## config.mk

```make
export PLATFORM = sky130hd
export DESIGN_NAME = fetch_stage
export DESIGN_NICKNAME = d
export VERILOG_FILES = /design/src/rtl/fetch_pkg.sv /design/src/rtl/fetch_next_pc.sv /design/src/rtl/fetch_stage.sv
export SDC_FILE = /design/constraint.sdc
export NUM_CORES = 1
export LEC_CHECK = 0
export ABC_AREA = 1
export CORE_ASPECT_RATIO = 0.6
export CORE_MARGIN = 2
export CORE_UTILIZATION = 40
export DETAILED_ROUTE_END_ITERATION = 12
export DONT_BUFFER_PORTS = 1
export MAX_ROUTING_LAYER = met4
export PLACE_DENSITY_LB_ADDON = 0.3
export SKIP_CTS_REPAIR_TIMING = 1
export SYNTH_ARGS = -nofsm -noshare
export SYNTH_HDL_FRONTEND = slang
export SYNTH_SLANG_ARGS = --single-unit
```

## constraint.sdc

```tcl
create_clock -name clock -period 5.8 [get_ports clock]
set_input_delay 0.58 -clock clock [delete_from_list [all_inputs] [get_ports clock]]
set_output_delay 0.58 -clock clock [all_outputs]
set_load 0.03 [all_outputs]
```

## src/rtl/fetch_pkg.sv

```systemverilog
// ---------------------------------------------------------------------------
// fetch_pkg: shared types and defaults for the instruction-fetch stage.  rev 1.0
// ---------------------------------------------------------------------------
`default_nettype none

package fetch_pkg;

  localparam int          FETCH_PC_W      = 32;
  localparam int          FETCH_INSTR_W   = 32;
  localparam logic [31:0] FETCH_NOP_INSTR = 32'h0000_0000;

  typedef enum logic {
    ST_RUN  = 1'b0,
    ST_PEND = 1'b1
  } pend_state_e;

  typedef enum logic [1:0] {
    IFID_HOLD   = 2'd0,
    IFID_LOAD   = 2'd1,
    IFID_BUBBLE = 2'd2
  } ifid_sel_e;

  typedef struct packed {
    logic [FETCH_INSTR_W-1:0] instr;
    logic [FETCH_PC_W-1:0]    pc;
    logic                     valid;
  } if_id_t;

endpackage

`default_nettype wire

```

## src/rtl/fetch_next_pc.sv

```systemverilog
// ---------------------------------------------------------------------------
// fetch_next_pc: priority mux for next PC, IF/ID select and pending branch.  rev 1.0
// ---------------------------------------------------------------------------
`default_nettype none

import fetch_pkg::*;

module fetch_next_pc #(
  parameter int PC_W = FETCH_PC_W
) (
  input  logic              fetch_en_i,
  input  logic              hazard_pc_write_i,
  input  logic [PC_W-1:0]   hazard_pc_i,
  input  logic              branch_taken_i,
  input  logic [PC_W-1:0]   branch_pc_i,
  input  logic [PC_W-1:0]   pc_q_i,
  input  pend_state_e       pend_q_i,
  input  logic [PC_W-1:0]   pend_target_q_i,
  output logic [PC_W-1:0]   pc_d_o,
  output ifid_sel_e         ifid_sel_o,
  output pend_state_e       pend_d_o,
  output logic [PC_W-1:0]   pend_target_d_o
);

  always_comb begin
    pc_d_o          = pc_q_i;
    ifid_sel_o      = IFID_BUBBLE;
    pend_d_o        = pend_q_i;
    pend_target_d_o = pend_target_q_i;

    if (hazard_pc_write_i) begin
      // A branch colliding with a stall is parked, never dropped.
      pc_d_o     = hazard_pc_i;
      ifid_sel_o = IFID_HOLD;
      if (branch_taken_i) begin
        pend_d_o        = ST_PEND;
        pend_target_d_o = branch_pc_i;
      end
    end else if (branch_taken_i) begin
      pc_d_o   = branch_pc_i;
      pend_d_o = ST_RUN;
    end else if (pend_q_i == ST_PEND) begin
      pc_d_o   = pend_target_q_i;
      pend_d_o = ST_RUN;
    end else if (fetch_en_i) begin
      pc_d_o     = pc_q_i + PC_W'(1);
      ifid_sel_o = IFID_LOAD;
    end
  end

endmodule

`default_nettype wire

```

## src/rtl/fetch_stage.sv

```systemverilog
// ---------------------------------------------------------------------------
// fetch_stage: PC register, ROM addressing and IF/ID register with stall/branch
// arbitration. Optional perf counters via FETCH_PERF_CNT_EN.  rev 1.0
// ---------------------------------------------------------------------------
`default_nettype none

import fetch_pkg::*;

module fetch_stage #(
  parameter int                 PC_W      = FETCH_PC_W,
  parameter int                 INSTR_W   = FETCH_INSTR_W,
  parameter logic [PC_W-1:0]    RESET_PC  = '0,
  parameter logic [INSTR_W-1:0] NOP_INSTR = INSTR_W'(FETCH_NOP_INSTR)
) (
  input  logic               clock,
  input  logic               reset,
  input  logic               fetch_en,
  input  logic               hazard_pc_write,
  input  logic [PC_W-1:0]    hazard_pc,
  input  logic               branch_taken,
  input  logic [PC_W-1:0]    branch_pc,
  output logic [PC_W-1:0]    rom_addr,
  input  logic [INSTR_W-1:0] rom_data,
  output logic [INSTR_W-1:0] if_id_instr,
  output logic [PC_W-1:0]    if_id_pc,
  output logic               if_id_valid,
  output logic               branch_pending
`ifdef FETCH_PERF_CNT_EN
  ,
  output logic [31:0]        perf_fetch_cnt,
  output logic [31:0]        perf_bubble_cnt,
  output logic [31:0]        perf_stall_cnt
`endif
);

  logic [PC_W-1:0]    pc_q, pc_d;
  pend_state_e        pend_q, pend_d;
  logic [PC_W-1:0]    pend_target_q, pend_target_d;
  logic [INSTR_W-1:0] ifid_instr_q;
  logic [PC_W-1:0]    ifid_pc_q;
  logic               ifid_valid_q;
  ifid_sel_e          ifid_sel;

  fetch_next_pc #(.PC_W(PC_W)) u_next_pc (
    .fetch_en_i        (fetch_en),
    .hazard_pc_write_i (hazard_pc_write),
    .hazard_pc_i       (hazard_pc),
    .branch_taken_i    (branch_taken),
    .branch_pc_i       (branch_pc),
    .pc_q_i            (pc_q),
    .pend_q_i          (pend_q),
    .pend_target_q_i   (pend_target_q),
    .pc_d_o            (pc_d),
    .ifid_sel_o        (ifid_sel),
    .pend_d_o          (pend_d),
    .pend_target_d_o   (pend_target_d)
  );

  always_ff @(posedge clock or posedge reset) begin
    if (reset) begin
      pc_q          <= RESET_PC;
      pend_q        <= ST_RUN;
      pend_target_q <= '0;
      ifid_instr_q  <= NOP_INSTR;
      ifid_pc_q     <= '0;
      ifid_valid_q  <= 1'b0;
    end else begin
      pc_q          <= pc_d;
      pend_q        <= pend_d;
      pend_target_q <= pend_target_d;
      case (ifid_sel)
        IFID_LOAD: begin
          ifid_instr_q <= rom_data;
          ifid_pc_q    <= pc_q;
          ifid_valid_q <= 1'b1;
        end
        IFID_BUBBLE: begin
          // Bubbles keep the last PC so the decode stage sees a stable tag.
          ifid_instr_q <= NOP_INSTR;
          ifid_valid_q <= 1'b0;
        end
        default: ;
      endcase
    end
  end

  assign rom_addr       = pc_q;
  assign if_id_instr    = ifid_instr_q;
  assign if_id_pc       = ifid_pc_q;
  assign if_id_valid    = ifid_valid_q;
  assign branch_pending = (pend_q == ST_PEND);

`ifdef FETCH_PERF_CNT_EN
  logic [31:0] perf_fetch_q, perf_bubble_q, perf_stall_q;

  always_ff @(posedge clock or posedge reset) begin
    if (reset) begin
      perf_fetch_q  <= '0;
      perf_bubble_q <= '0;
      perf_stall_q  <= '0;
    end else begin
      if (ifid_sel == IFID_LOAD && perf_fetch_q != 32'hFFFF_FFFF)
        perf_fetch_q <= perf_fetch_q + 32'd1;
      if (ifid_sel == IFID_BUBBLE && perf_bubble_q != 32'hFFFF_FFFF)
        perf_bubble_q <= perf_bubble_q + 32'd1;
      if (ifid_sel == IFID_HOLD && perf_stall_q != 32'hFFFF_FFFF)
        perf_stall_q <= perf_stall_q + 32'd1;
    end
  end

  assign perf_fetch_cnt  = perf_fetch_q;
  assign perf_bubble_cnt = perf_bubble_q;
  assign perf_stall_cnt  = perf_stall_q;
`endif

endmodule

`default_nettype wire

```

# ---- Word level (Yosys, flattened, before mapping)
# Index checks and enable logic that the tools add are counted.
# Widths: inputs -> output; s select.
dict set report classes {
  n_addsub 1
  n_eq_ne 3
  n_mux 12
  reduce_logical 3
}
# operator n
set op_table {}
lappend op_table {{$mux 32} 4}
lappend op_table {{$pmux 32 s2} 1}
lappend op_table {{$add 32x1->32 const B} 1}
lappend op_table {{$mux 2} 4}
lappend op_table {{$reduce_bool 4->1} 1}
lappend op_table {{$eq 2x1->1 const B} 1}
lappend op_table {{$eq 2x2->1 const B} 1}
lappend op_table {{$mux 1} 2}
lappend op_table {{$ne 2x1->1 const B} 1}
lappend op_table {{$pmux 1 s2} 1}
lappend op_table {{$reduce_and 2->1} 1}
lappend op_table {{$reduce_bool 2->1} 1}
dict set report word_totals {
  ff_bits 130
  wordCells 25
}

# ---- Logic depth before layout (Yosys ltp)
dict set report depth {
  depth_word 6
  ltp_mapped 13
  depth_no_buf 13
}

# ---- By module
# A second synthesis with hierarchy kept.
dict set report hier_totals {
  hier_cells 802
  hier_area_um2 6476.2
}
# mod instances cells_per_inst area_per_inst_um2
set by_module_without_submodules {}
lappend by_module_without_submodules {fetch_stage 1 345 4186.5}
lappend by_module_without_submodules {fetch_next_pc 1 457 2289.7}

# ---- Worst setup path after synthesis
# No wires, ideal clock.
dict set report synth_path {
  path_kind {in2reg}
  start {in branch_taken}
  end {reg ifid_instr_q[10], in the netlist if_id_instr[10]}
  setup_time_ns 0.083
  arrival_ns 2.239
  path_slack_ns 3.479
  stages 10
  cell_sequence {buf_2 -> buf_2 -> nor2_1 -> nand2_1 -> nor2_1 -> ha_1 -> clkbuf_1 -> or2_2 -> clkbuf_1 -> o21ai_0}
}
dict set report synth_via {
  elab_chain_cells 4
}
# element line_no
set synth_lines {}
lappend synth_lines {{start, declared} fetch_stage.sv:20} ;# input logic branch_taken,
lappend synth_lines {{$mux 2 (*)} fetch_next_pc.sv:39} ;# end else if (branch_taken_i) begin
lappend synth_lines {{$mux 2 (*)} fetch_next_pc.sv:31} ;# if (hazard_pc_write_i) begin
lappend synth_lines {{$eq 2x2->1 / $eq 2x1->1 (equally long branches)} fetch_stage.sv:71} ;# case (ifid_sel)
lappend synth_lines {{$pmux 32 s2 / $reduce_bool 2->1 (equally long branches)} --}
lappend synth_lines {{end signal, assigned} fetch_stage.sv:73} ;# ifid_instr_q <= rom_data;
lappend synth_lines {{end, declared} fetch_stage.sv:39} ;# logic [INSTR_W-1:0] ifid_instr_q;
# Every way passes the cells marked *; elsewhere a longest branch is shown, timed or not.
# A chain may end at the register's enable or synchronous reset.

# ---- Final worst setup path
dict set report layout_path {
  start {reg pend_q, in the netlist branch_pending}
  end {reg ifid_instr_q[22], in the netlist if_id_instr[22]}
}
dict set report layout_via {
  elab_chain_cells 5
}
# element line_no
set layout_lines {}
lappend layout_lines {{start, declared} fetch_stage.sv:37} ;# pend_state_e pend_q, pend_d;
lappend layout_lines {{start signal, assigned} fetch_stage.sv:69} ;# pend_q <= pend_d;
lappend layout_lines {{$mux 2 (*)} fetch_next_pc.sv:42} ;# end else if (pend_q_i == ST_PEND) begin
lappend layout_lines {{$mux 2 (*)} fetch_next_pc.sv:39}
lappend layout_lines {{$mux 2 (*)} fetch_next_pc.sv:31}
lappend layout_lines {{$eq 2x2->1 / $eq 2x1->1 (equally long branches)} fetch_stage.sv:71}
lappend layout_lines {{$pmux 32 s2 / $reduce_bool 2->1 (equally long branches)} --}
# Marks and branches as above.

==> results.ini <==
[power_and_ir_drop]
power_switching_share_pct=35.1
p_int_uw=1980
peakVddDrop_mv=0.195
p_sw_uw=1070
p_leak_uw=0.00349
pwr-share-clk_pct=39.4
p_seq_share_pct=49.0
p_comb_share_pct=11.6
cellPowerDensity_nw_per_um2=403

[timing]
clock.fmax_ghz=0.436
relSlewSlack_pct=39.7
hold_slack_ps=91.4
skew_ps=10.5
hold_viol=0
min_period_over_period_pct=39.6
timing.final.crit_period_ps=2300
setup_viol=0
tightest_slew_ps=904
report.final.slew_viol_count=0
rsz0062_at_grt=false
fin_tns_setup_ps=0

[detailed_routing]
drc=0
routedWlPerCell_um=19.1
viasPerCell=5.32
ant_nets=0
drt_iter0_markers=521
firstDrtPassIters=7
routed_wl_um=20600
vias=5756

[clock_tree]
cts.sinks=130
path_clk_slew_ps=60
numCtsBuffers=17
cts-root-buf=clkbuf_16
htree_num_levels=4
cts_tree=yes
clk_latency_ps=420
clockBufferDepth=2

[cells_and_area]
instances_no_fill=1081
final_common_cell=nand2_1
most-common-layout-cells=nand2_1 (242), nor2_1 (142), dfrtp_1 (130), o21ai_0 (59), inv_1 (58)
diodes=0
fin_nets=944
area_growth_pct=10.9
drive_above_1_share_pct=12.3

[worst_setup_path]
cp.arrival_ps=2560
crit_path_start_kind=register
crit_required_ps=6060
end_kind=register
critPathKind=reg -> reg
cp_max_fo=34

[floorplanning]
die_h_um=105
coreArea_sq_um=16500
ios=199
dieArea_sq_um=18200
rows=36
start_util_pct=41.5
die_x_um=173

[global_routing]
grt_max_degree=71
antenna_found_initial=0
grt_pass1_wl_um=32000
grt_usage_pct=23.6
grt_pass1_vias=5456
grt_overflow=0

[logic_synthesis]
synthCells=860
ys_ff_latch=130
synth_top_cell_by_area=dfrtp_1
ys_warn_count=0
synth_top_family_by_area=simple AND/OR/NAND/NOR gates
yosys.area_share.adder_pct=0.549
synth-compound-area-share_pct=9.86
netlist_area_sq_um=6840
synth_xor_area_share_pct=1.67
ys_seq_area_share_pct=47.6
synthMuxAreaShare_pct=8.07
synth_cell_type_count=32
yosys.area_share.simple_pct=25.4
yosys-top-cells-area=dfrtp_1 (48%), nand2_1 (13%), mux2_2 (8.1%)
synth.avg_cell_area_sq_um=7.95
syn_nets=964
synth.top_cell.area_share_pct=47.6

[run]
maxCapViolCount=0

[placed_design]
place.gp.congestion=0.937
port_buffers=0
place_inst=1049
dp_hpwl_um=14900

[outcome]
outcome=complete, no violations

[min_path]
hold_path_class=in -> async

-- stage by stage --
stage	total power, uW	area, sq um	util [%]	setup slack [ps]
after floorplan	1740	6840	-	1750
after global placement	1860	6930	42.0	3400
after detailed placement	1870	6930	42.0	3330
after CTS	3070	7580	46.0	3530
after global routing	3190	7580	46.0	3290
final	3060	7580	46.0	3500
-- flip-flops by register name, indices dropped and copies added, names as in the netlist --
name	cells
rom_addr	32
if_id_pc	32
branch_pending	1
if_id_valid	1
pend_target_q	32
if_id_instr	32
-- final timing paths --
path                                   from          endpoint  slack (ps)  cells after the start
setup reg to reg             branch_pending   if_id_instr[22]        3500                      6
hold reg to reg            pend_target_q[0]  pend_target_q[0]         490                      2
hold / removal                        reset      if_id_pc[31]          90                      1
setup / recovery             branch_pending   if_id_instr[22]        3500                      6
min in group clock             rom_data[31]   if_id_instr[31]         300                      2
max in group asynchronous             reset      rom_addr[11]        4390                      2
-- layout make-up --
cell class              count  area (sq um)
fillers                  1672          8900
repair buffers              5          37.5
clock inverters            14           225
well taps                 228           285
flip-flops and latches    130          3250
inverters                  61           234
clock buffers              18           429
multi-input cells         625          3120
-- power groups by stage --
stage          sequential [uW]  combinational (uW)  clock (uW)
5_1_grt                   1520                 406        1270
3_5_place_dp              1510                 354           0
2_1_floorplan             1440                 300           0
3_3_place_gp              1510                 345           0
6_report                  1500                 354        1200
4_1_cts                   1500                 355        1220
-- worst max-delay path, stage by stage (launching register included) --
cell and delay (ps):
dfrtp_1 370, nor2_1 170, nand2_1 90, nor2_1 140, ha_2 600, or2_2 580, o21ai_0 180
-- cell usage after synthesis --
library cell    count
o21ai_2             2
a21oi_1            50
buf_6               1
buf_2              15
o21ai_1             6
nor2_1            142
nor4_4              1
nand2_2             3
xnor2_1             4
ha_1                3
nand3b_1            7
buf_4               7
nor2_4              1
o21ai_0            59
dlymetal6s2s_1      2
clkbuf_4            1
and2_1              1
xor2_1              9
nand3_1            25
dfrtp_1           130
mux2_2             49
a21o_1              1
o22ai_1             1
clkbuf_1           18
nor2_2              8
o21bai_1            1
nand2_1           242
nand4_1             1
or2_2               1
inv_1              60
o211ai_1            8
inv_2               1
-- cells by family after synthesis --
logic type / count (synthesis)
AND/OR/NAND/NOR: 432
flip-flops: 130
AO/OA/AOI/OAI: 128
buffers and inverters: 105
multiplexers: 49
XOR/XNOR: 13
adder cells (fa/ha/maj): 3
-- per-layer routing --
layer	GRT usage, %	routed length (um)	part of all wire (%)	up-vias
li1	-	-	-	2700
met1	33.0	9310	45	2747
met2	33.0	8730	42	288
met3	8.48	2450	12	21
met4	4.60	150	0.73	0
met5	-	0	0	-
(Power assumes the default switching activity.)
